[config.mk]
export PLATFORM = sky130hd
export DESIGN_NAME = p09_sprite_engine
export DESIGN_NICKNAME = d
export VERILOG_FILES = /design/src/rtl/p09_sprite_pkg.sv /design/src/rtl/p09_sprite_channel.sv /design/src/rtl/p09_sprite_engine.sv
export SDC_FILE = /design/constraint.sdc
export NUM_CORES = 2
export LEC_CHECK = 0
export CAP_MARGIN = 20
export CORE_ASPECT_RATIO = 1.1
export CORE_MARGIN = 2
export CORE_UTILIZATION = 40
export DETAILED_ROUTE_END_ITERATION = 8
export HOLD_SLACK_MARGIN = 0.1
export PLACE_DENSITY = 0.64
export SETUP_SLACK_MARGIN = 0.15
export SYNTH_ARGS = -nofsm -noshare
export SYNTH_HDL_FRONTEND = slang
export SYNTH_SLANG_ARGS = --single-unit
[constraint.sdc]
create_clock -name clk -period 9.26 [get_ports clk]
set_input_delay 2.778 -clock clk [delete_from_list [all_inputs] [get_ports clk]]
set_output_delay 2.778 -clock clk [all_outputs]
set_load 0.005 [all_outputs]
[src/rtl/p09_sprite_pkg.sv]
// Shared types and constants for the multi-sprite renderer: register map,
// control-bit layout, per-sprite state record and reset-value helpers.
package p09_sprite_pkg;

    localparam int POS_BITS_C   = 8;
    localparam int COLOR_BITS_C = 6;
    localparam int CTRL_BITS    = 4;

    // Control register bit positions
    localparam int CTRL_EN    = 0;
    localparam int CTRL_MOVE  = 1;
    localparam int CTRL_DIR_X = 2;   // 0 = +1, 1 = -1
    localparam int CTRL_DIR_Y = 3;   // 0 = +1, 1 = -1

    localparam logic [COLOR_BITS_C-1:0] DEFAULT_COLOR = 6'b110001;

    typedef enum logic [1:0] {
        ADDR_X     = 2'd0,
        ADDR_Y     = 2'd1,
        ADDR_COLOR = 2'd2,
        ADDR_CTRL  = 2'd3
    } cfg_addr_e;

    typedef struct packed {
        logic [POS_BITS_C-1:0]   x;
        logic [POS_BITS_C-1:0]   y;
        logic [COLOR_BITS_C-1:0] color;
        logic [CTRL_BITS-1:0]    ctrl;
    } sprite_state_t;

    // Rotate a colour left by n positions (n taken modulo the colour width)
    function automatic logic [COLOR_BITS_C-1:0] rotl_color(input logic [COLOR_BITS_C-1:0] c,
                                                           input int n);
        logic [COLOR_BITS_C-1:0] r;
        r = c;
        for (int k = 0; k < COLOR_BITS_C; k++) begin
            if (k < (n % COLOR_BITS_C)) begin
                r = {r[COLOR_BITS_C-2:0], r[COLOR_BITS_C-1]};
            end else begin
                r = r;
            end
        end
        return r;
    endfunction

    // Power-up state of sprite idx: staggered diagonally, moving down-right
    function automatic sprite_state_t reset_state(input int idx);
        sprite_state_t s;
        s.x     = POS_BITS_C'(16 * idx);
        s.y     = POS_BITS_C'(8 * idx);
        s.color = rotl_color(DEFAULT_COLOR, idx);
        s.ctrl  = 4'b0011;
        return s;
    endfunction

endpackage

[src/rtl/p09_sprite_channel.sv]
// One sprite channel: config registers, bitmap store, per-line row fetch,
// visibility test, pixel bit and bounce movement.
module p09_sprite_channel
    import p09_sprite_pkg::*;
#(
    parameter int IDX           = 0,
    parameter int SPRITE_WIDTH  = 12,
    parameter int SPRITE_HEIGHT = 12,
    parameter int WIDTH_SMALL   = 100,
    parameter int HEIGHT_SMALL  = 75,
    parameter int POS_BITS      = POS_BITS_C,
    parameter int COLOR_BITS    = COLOR_BITS_C,
    parameter int ROW_BITS      = $clog2(SPRITE_HEIGHT)
) (
    input  logic                    clk,
    input  logic                    reset_n,
    input  logic                    next_frame,
    input  logic                    new_line,
    input  logic signed [POS_BITS:0] pos_h,
    input  logic signed [POS_BITS:0] pos_v,
    input  logic                    cfg_we,
    input  logic [1:0]              cfg_addr,
    input  logic [7:0]              cfg_wdata,
    input  logic                    bm_we,
    input  logic [ROW_BITS-1:0]     bm_row,
    input  logic [SPRITE_WIDTH-1:0] bm_data,
    output logic                    pix_bit,
    output logic [COLOR_BITS-1:0]   color
);

    // One extra bit beyond the signed position so x+width never wraps
    localparam int CW = POS_BITS + 2;
    localparam logic [POS_BITS-1:0] X_LIM = POS_BITS'(WIDTH_SMALL - SPRITE_WIDTH);
    localparam logic [POS_BITS-1:0] Y_LIM = POS_BITS'(HEIGHT_SMALL - SPRITE_HEIGHT);
    localparam sprite_state_t RST_STATE = reset_state(IDX);

    sprite_state_t             state_r;
    logic [SPRITE_WIDTH-1:0]   bitmap_r [SPRITE_HEIGHT];
    logic [SPRITE_WIDTH-1:0]   row_r;
    logic [SPRITE_WIDTH-1:0]   fetch_s;
    logic [SPRITE_WIDTH-1:0]   shifted_s;
    logic signed [CW-1:0]      h_s, v_s, x_lo_s, x_hi_s, y_lo_s, y_hi_s;
    logic [CW-1:0]             col_off_s, row_off_s;
    logic                      vis_h_s, vis_v_s, mv_en_s;
    logic [POS_BITS:0]         step_x_s, step_y_s;

    // One axis of bounce movement; returns {new_dir, new_pos}. Positions past
    // the upper bound flip and hold so an out-of-range sprite walks back in.
    function automatic logic [POS_BITS:0] step_axis(input logic [POS_BITS-1:0] p,
                                                    input logic dir_neg,
                                                    input logic [POS_BITS-1:0] lim);
        logic [POS_BITS:0] r;
        if (!dir_neg) begin
            if (p >= lim) begin
                r = {1'b1, p};
            end else begin
                r = {1'b0, p + POS_BITS'(1)};
            end
        end else begin
            if (p == POS_BITS'(0)) begin
                r = {1'b0, p};
            end else begin
                r = {1'b1, p - POS_BITS'(1)};
            end
        end
        return r;
    endfunction

    assign h_s       = {pos_h[POS_BITS], pos_h};
    assign v_s       = {pos_v[POS_BITS], pos_v};
    assign x_lo_s    = {2'b00, state_r.x};
    assign y_lo_s    = {2'b00, state_r.y};
    assign x_hi_s    = x_lo_s + CW'(SPRITE_WIDTH);
    assign y_hi_s    = y_lo_s + CW'(SPRITE_HEIGHT);
    assign vis_h_s   = (h_s >= x_lo_s) && (h_s < x_hi_s);
    assign vis_v_s   = (v_s >= y_lo_s) && (v_s < y_hi_s);
    assign col_off_s = h_s - x_lo_s;
    assign row_off_s = v_s - y_lo_s;
    assign shifted_s = row_r << col_off_s;
    assign pix_bit   = state_r.ctrl[CTRL_EN] & vis_h_s & vis_v_s & shifted_s[SPRITE_WIDTH-1];
    assign color     = state_r.color;
    assign mv_en_s   = next_frame & state_r.ctrl[CTRL_MOVE];
    assign step_x_s  = step_axis(state_r.x, state_r.ctrl[CTRL_DIR_X], X_LIM);
    assign step_y_s  = step_axis(state_r.y, state_r.ctrl[CTRL_DIR_Y], Y_LIM);

    // Select the bitmap row addressed by the current line offset
    always_comb begin
        fetch_s = '0;
        for (int r = 0; r < SPRITE_HEIGHT; r++) begin
            fetch_s = (row_off_s == CW'(r)) ? bitmap_r[r] : fetch_s;
        end
    end

    // Sprite registers: movement on frame end, config writes take precedence
    always_ff @(posedge clk or negedge reset_n) begin
        if (!reset_n) begin
            state_r <= RST_STATE;
        end else begin
            if (mv_en_s) begin
                state_r.x                <= step_x_s[POS_BITS-1:0];
                state_r.ctrl[CTRL_DIR_X] <= step_x_s[POS_BITS];
                state_r.y                <= step_y_s[POS_BITS-1:0];
                state_r.ctrl[CTRL_DIR_Y] <= step_y_s[POS_BITS];
            end
            if (cfg_we) begin
                case (cfg_addr_e'(cfg_addr))
                    ADDR_X:     state_r.x     <= POS_BITS'(cfg_wdata);
                    ADDR_Y:     state_r.y     <= POS_BITS'(cfg_wdata);
                    ADDR_COLOR: state_r.color <= cfg_wdata[COLOR_BITS-1:0];
                    ADDR_CTRL:  state_r.ctrl  <= cfg_wdata[CTRL_BITS-1:0];
                    default:    state_r       <= state_r;
                endcase
            end
        end
    end

    // Bitmap store and line buffer; a same-cycle write lands after the fetch
    always_ff @(posedge clk or negedge reset_n) begin
        if (!reset_n) begin
            row_r <= '0;
            for (int r = 0; r < SPRITE_HEIGHT; r++) begin
                bitmap_r[r] <= '0;
            end
        end else begin
            if (new_line) begin
                row_r <= vis_v_s ? fetch_s : '0;
            end
            if (bm_we && (bm_row < ROW_BITS'(SPRITE_HEIGHT))) begin
                bitmap_r[bm_row] <= bm_data;
            end
        end
    end

endmodule

[src/rtl/p09_sprite_engine.sv]
// Multi-sprite renderer: per-pixel priority between sprite channels,
// registered render outputs and once-per-frame collision reporting.
module p09_sprite_engine
    import p09_sprite_pkg::*;
#(
    parameter int NUM_SPRITES   = 4,
    parameter int SPRITE_WIDTH  = 12,
    parameter int SPRITE_HEIGHT = 12,
    parameter int WIDTH_SMALL   = 100,
    parameter int HEIGHT_SMALL  = 75,
    parameter int POS_BITS      = POS_BITS_C,
    parameter int COLOR_BITS    = COLOR_BITS_C
) (
    input  logic                             clk,
    input  logic                             reset_n,
    input  logic                             next_frame,
    input  logic                             new_line,
    input  logic                             blank,
    input  logic signed [POS_BITS:0]         pos_h,
    input  logic signed [POS_BITS:0]         pos_v,
    input  logic                             cfg_we,
    input  logic [$clog2(NUM_SPRITES)-1:0]   cfg_sel,
    input  logic [1:0]                       cfg_addr,
    input  logic [7:0]                       cfg_wdata,
    input  logic                             bm_we,
    input  logic [$clog2(NUM_SPRITES)-1:0]   bm_sel,
    input  logic [$clog2(SPRITE_HEIGHT)-1:0] bm_row,
    input  logic [SPRITE_WIDTH-1:0]          bm_data,
    output logic                             sprite_hit,
    output logic [COLOR_BITS-1:0]            sprite_color,
    output logic [$clog2(NUM_SPRITES)-1:0]   hit_index,
    output logic [NUM_SPRITES-1:0]           collision_mask,
    output logic                             collision_irq
);

    localparam int SB = $clog2(NUM_SPRITES);

    logic [NUM_SPRITES-1:0] pix_bits_s;
    logic [COLOR_BITS-1:0]  color_s [NUM_SPRITES];
    logic                   win_found_s;
    logic [COLOR_BITS-1:0]  win_color_s;
    logic [SB-1:0]          win_idx_s;
    logic                   multi_s;
    logic [NUM_SPRITES-1:0] coll_bits_s;
    logic [NUM_SPRITES-1:0] acc_next_s;

    logic                   hit_r;
    logic [COLOR_BITS-1:0]  color_r;
    logic [SB-1:0]          idx_r;
    logic [NUM_SPRITES-1:0] acc_r;
    logic [NUM_SPRITES-1:0] mask_r;
    logic                   irq_r;

    for (genvar i = 0; i < NUM_SPRITES; i++) begin : g_ch
        p09_sprite_channel #(
            .IDX           (i),
            .SPRITE_WIDTH  (SPRITE_WIDTH),
            .SPRITE_HEIGHT (SPRITE_HEIGHT),
            .WIDTH_SMALL   (WIDTH_SMALL),
            .HEIGHT_SMALL  (HEIGHT_SMALL),
            .POS_BITS      (POS_BITS),
            .COLOR_BITS    (COLOR_BITS)
        ) u_ch (
            .clk        (clk),
            .reset_n    (reset_n),
            .next_frame (next_frame),
            .new_line   (new_line),
            .pos_h      (pos_h),
            .pos_v      (pos_v),
            .cfg_we     (cfg_we && (cfg_sel == SB'(i))),
            .cfg_addr   (cfg_addr),
            .cfg_wdata  (cfg_wdata),
            .bm_we      (bm_we && (bm_sel == SB'(i))),
            .bm_row     (bm_row),
            .bm_data    (bm_data),
            .pix_bit    (pix_bits_s[i]),
            .color      (color_s[i])
        );
    end

    // Lowest-indexed sprite with a set pixel wins; scan high to low
    always_comb begin
        win_found_s = 1'b0;
        win_color_s = '0;
        win_idx_s   = '0;
        for (int i = NUM_SPRITES - 1; i >= 0; i--) begin
            if (pix_bits_s[i]) begin
                win_found_s = 1'b1;
                win_color_s = color_s[i];
                win_idx_s   = SB'(i);
            end else begin
                win_found_s = win_found_s;
            end
        end
    end

    // Two or more set bits: clearing the lowest set bit leaves something
    assign multi_s     = |(pix_bits_s & (pix_bits_s - NUM_SPRITES'(1)));
    assign coll_bits_s = (!blank && multi_s) ? pix_bits_s : '0;
    assign acc_next_s  = acc_r | coll_bits_s;

    // Render output registers, blanked to zero during hblank/vblank
    always_ff @(posedge clk or negedge reset_n) begin
        if (!reset_n) begin
            hit_r   <= 1'b0;
            color_r <= '0;
            idx_r   <= '0;
        end else if (blank) begin
            hit_r   <= 1'b0;
            color_r <= '0;
            idx_r   <= '0;
        end else begin
            hit_r   <= win_found_s;
            color_r <= win_color_s;
            idx_r   <= win_idx_s;
        end
    end

    // Collision accumulator, latched into the mask at frame end with an irq pulse
    always_ff @(posedge clk or negedge reset_n) begin
        if (!reset_n) begin
            acc_r  <= '0;
            mask_r <= '0;
            irq_r  <= 1'b0;
        end else if (next_frame) begin
            mask_r <= acc_next_s;
            acc_r  <= '0;
            irq_r  <= |acc_next_s;
        end else begin
            acc_r  <= acc_next_s;
            irq_r  <= 1'b0;
        end
    end

    assign sprite_hit     = hit_r;
    assign sprite_color   = color_r;
    assign hit_index      = idx_r;
    assign collision_mask = mask_r;
    assign collision_irq  = irq_r;

endmodule

==> results by group <==
Timing
  • Max-slew violation count: 0
  • Worst clock skew: around 0.026 ns
  • Worst hold slack: a little under 0.5 ns
  • Max-slew headroom: 16.2%
  • Final worst slack: 2.43 ns
  • Setup violators final: 0
  • Slew @ Worst Pin: about 1.2 ns
  • Achievable Freq: about 150 MHz
  • Fin Setup TNS: 0 ns
  • Part of the cycle the worst path needs: about three quarters
  • Final hold violations: 0
  • Tmin final: approximately 7 ns
  • RSZ-0062 raised after global routing: false

Routing
  • Via Count: 30412
  • Vias per inst: 5.81
  • Drt first pass iters: 7
  • Final wirelength: around 120 mm
  • Post-route DRC: 0
  • WL/cell: roughly 22 um
  • DRT iter0 DRCs: ~2300
  • Final ANT Viol Nets: 0

Synth
  • Complex-gate fraction of the synthesized area: between 10% and 20%
  • Most common cell in the netlist: dfrtp_1
  • Sequential share of the synthesized area: between 40 and 50%
  • Top-area cell type share of the netlist area: a little over two fifths
  • Syn nets: approximately 4000
  • Largest family of logic cells by synthesized area: multiplexers
  • Post-synthesis mux area share: between 20 and 25%
  • Synth Area in Adders: 4.93%
  • Cells after synthesis: roughly 3800
  • Average size of a mapped cell: around 11 um2
  • EDFF count, synth: 0
  • Synth Cell Area: between 40000 and 50000 um2
  • XOR/XNOR share of the synthesized area: 1.72%
  • Commonest cells in the netlist: dfrtp_1, mux2_2, nand2_1
  • Async SR Flop Fraction: 100%
  • Dominant synthesized flop cell: dfrtp_1
  • Synth Register Bits: 746
  • Synth cell types: 97
  • Synth area leader: dfrtp_1
  • Synth Area in Simple Gates: about a tenth
  • Ys Warns: 0
  • Synth top area cells: dfrtp_1, mux2_2, ha_1

Die
  • Core area: a little over 100000 um2
  • Row cnt: between 100 and 150
  • Die W: roughly 310 um
  • Initial Utilization: between 40 and 50%
  • Die height: 343 um
  • I/O Pins: 69
  • Die Area: around 110000 um2

Global routing
  • GRT Resource Usage Total: approximately 22%
  • Initial antenna violation count: 9
  • Met2 Usage GRT: between 30% and 40%
  • Global route hottest layer: met2
  • Vias in the first global route: roughly 31000
  • Overflow after GRT: 0
  • Largest net degree at the start of global routing: 150
  • First-pass GRT wire length: 182 mm
  • Met1 Resource Use GR: 29.6%
  • Met3 Use GR: roughly 4.4%

Layout
  • FF/Latch Area: about 19000 um2
  • FILL cells: between 9000 and 10000
  • Area Overhead vs Synth: 11.6%
  • Multi-input gate area: ~22000 um2
  • Share of cells above drive strength 1: roughly a quarter
  • Final net count: between 3000 and 4000

Critical path
  • Worst setup SP type: primary input
  • Critical path buffers and inverters: 2
  • R2r setup slk: between 4 and 5 ns
  • Data arrival, critical path: between 7 and 8 ns
  • Worst path cell trace: clkdlybuf4s50_1 -> inv_1 -> fa_1 -> nand2b_1 -> a21oi_1 -> o211ai_1 -> a211o_1 -> a221oi_2 -> nand4_1 -> o21ba_2 -> a2111oi_0 -> a221o_1
  • Kind of critical path: primary input to flip-flop
  • Worst R2R Start: g_ch[2].u_ch.state_r[14]
  • CP delay by family, top: compound AO/OA/AOI/OAI gates
  • Worst R2R Path Depth: 11
  • RR Endpoint: g_ch[2].u_ch.row_r[0]
  • Crit end category: flip-flop
  • CP max stage delay: about 0.76 ns
  • Worst path slowest cell: nand4_1
  • Worst path required time: 9.80 ns
  • Max FO, Critical Path: 17

CTS
  • CTS tree: built
  • Clock transition at path regs: ~0.060 ns
  • Max clock buf depth: 3
  • Worst-Skew Late Latency: 0.66 ns
  • Post-CTS Resized: 0
  • Root Buffer: clkbuf_16
  • Clock H-tree levels: 3
  • CTS buffer count: 84
  • Cts hold-fix bufs: 0
  • Postcts setup bufs: 0
  • Sink Count: about 750

Worst hold path
  • Worst Hold Launch: g_ch[3].u_ch.bitmap_r[61]
  • Min-Delay Path Class: flip-flop to flip-flop
  • Hold endpoint: g_ch[3].u_ch.bitmap_r[61]
  • Hold path depth: 1

Outcome
  • Outcome: finished clean

Flow run
  • Max_cap viols: 0

Placed design
  • Gpl congestion: roughly 0.92
  • Pre-CTS setup slack: 1.87 ns
  • Hpwl dp: 76.8 mm
  • Number of port buffers: 68

Power
  • Leak: between 0.02 and 0.025 uW
  • Tot Pwr: 12400 uW
  • P per Cell Area: roughly 270 nW/um2
  • Peak supply drop: about 0.00015 V
cell families after synthesis:
logic type,count (synthesis)
and+or+nand+nor,902
AOI/OAI and AO/OA,771
muxes,768
DFF,746
buffers and inverters,397
adders and majority gates,160
xor gates and xnor gates,82
through the flow:
step | area (um2) | utilization [%] | std cells
after floorplan | 41800 | - | 3826
final | 46700 | 45.0 | 5236
after global placement | 43600 | 42.0 | 5070
after CTS | 46500 | 44.8 | 5223
after detailed placement | 43700 | 42.1 | 5072
after global routing | 46600 | 44.9 | 5232
area by class of cell:
class | instances | share of cell area [%]
clock buffers | 124 | 5.24
multi-input cells | 2683 | 46.4
well taps | 1386 | 3.72
flip-flops and latches | 746 | 40.1
repair buffers | 124 | 2.59
clock inverters | 27 | 0.796
diodes | 4 | 0.0215
inverters | 142 | 1.14
where the power goes:
group          internal [uW]  total (uW)  switching (uW)
Combinational           1920        4730            2810
Sequential              3760        4240             479
Clock                   2050        3440            1390
worst reg2reg max path: stages, from the launching register on:
cell and delay [ns]:
dfstp_2 0.66, inv_1 0.11, ha_1 0.34, o21ai_0 0.24, nor3b_1 0.22, o21ai_0 0.11, a211o_1 0.31, a221oi_2 0.65
nand4_1 0.77, o21ba_2 0.48, a2111oi_0 0.05, a221o_1 0.33
layout by cell type, fill, tap and decap left out, types with 32 or more instances in the layout:
cell type	n
xnor2_1	65
buf_4	43
nand3_1	60
nor2_1	236
nand4_1	34
mux2i_1	64
mux2_2	637
o22ai_1	34
nand2_1	264
dfrtp_1	718
mux4_2	67
nand2b_1	40
clkdlybuf4s50_1	54
nor3_1	69
nor2b_1	50
o21ai_0	177
a31oi_1	32
inv_1	141
clkbuf_16	86
ha_1	148
a21oi_1	194
state kept, by name, indices dropped and copies added (netlist names):
signal              cells
acc_r                   4
sprite_color            6
g_ch.u_ch.bitmap_r    576
collision_mask          4
hit_index               2
sprite_hit              1
collision_irq           1
g_ch.u_ch.color        24
g_ch.u_ch.state_r      80
g_ch.u_ch.row_r        48
worst max path at each step:
stage | end | from | cells after the start | slack [ns]
after floorplan | g_ch[0].u_ch.row_r[4] | pos_v[0] | 11 | 3.46
after global placement | g_ch[2].u_ch.row_r[0] | pos_v[1] | 12 | 1.95
after detailed placement | g_ch[2].u_ch.row_r[0] | pos_v[1] | 12 | 1.87
after CTS | g_ch[2].u_ch.row_r[0] | pos_v[1] | 12 | 2.58
after global routing | g_ch[2].u_ch.row_r[0] | pos_v[1] | 12 | 2.19
final | g_ch[2].u_ch.row_r[0] | pos_v[1] | 12 | 2.43
routing by layer:
metal	up-vias	routed length [um]
li1	13915	-
met1	15416	52400
met2	853	52100
met3	222	7430
met4	6	3500
met5	-	38
Note: power is estimated with default switching activity, not from simulation.
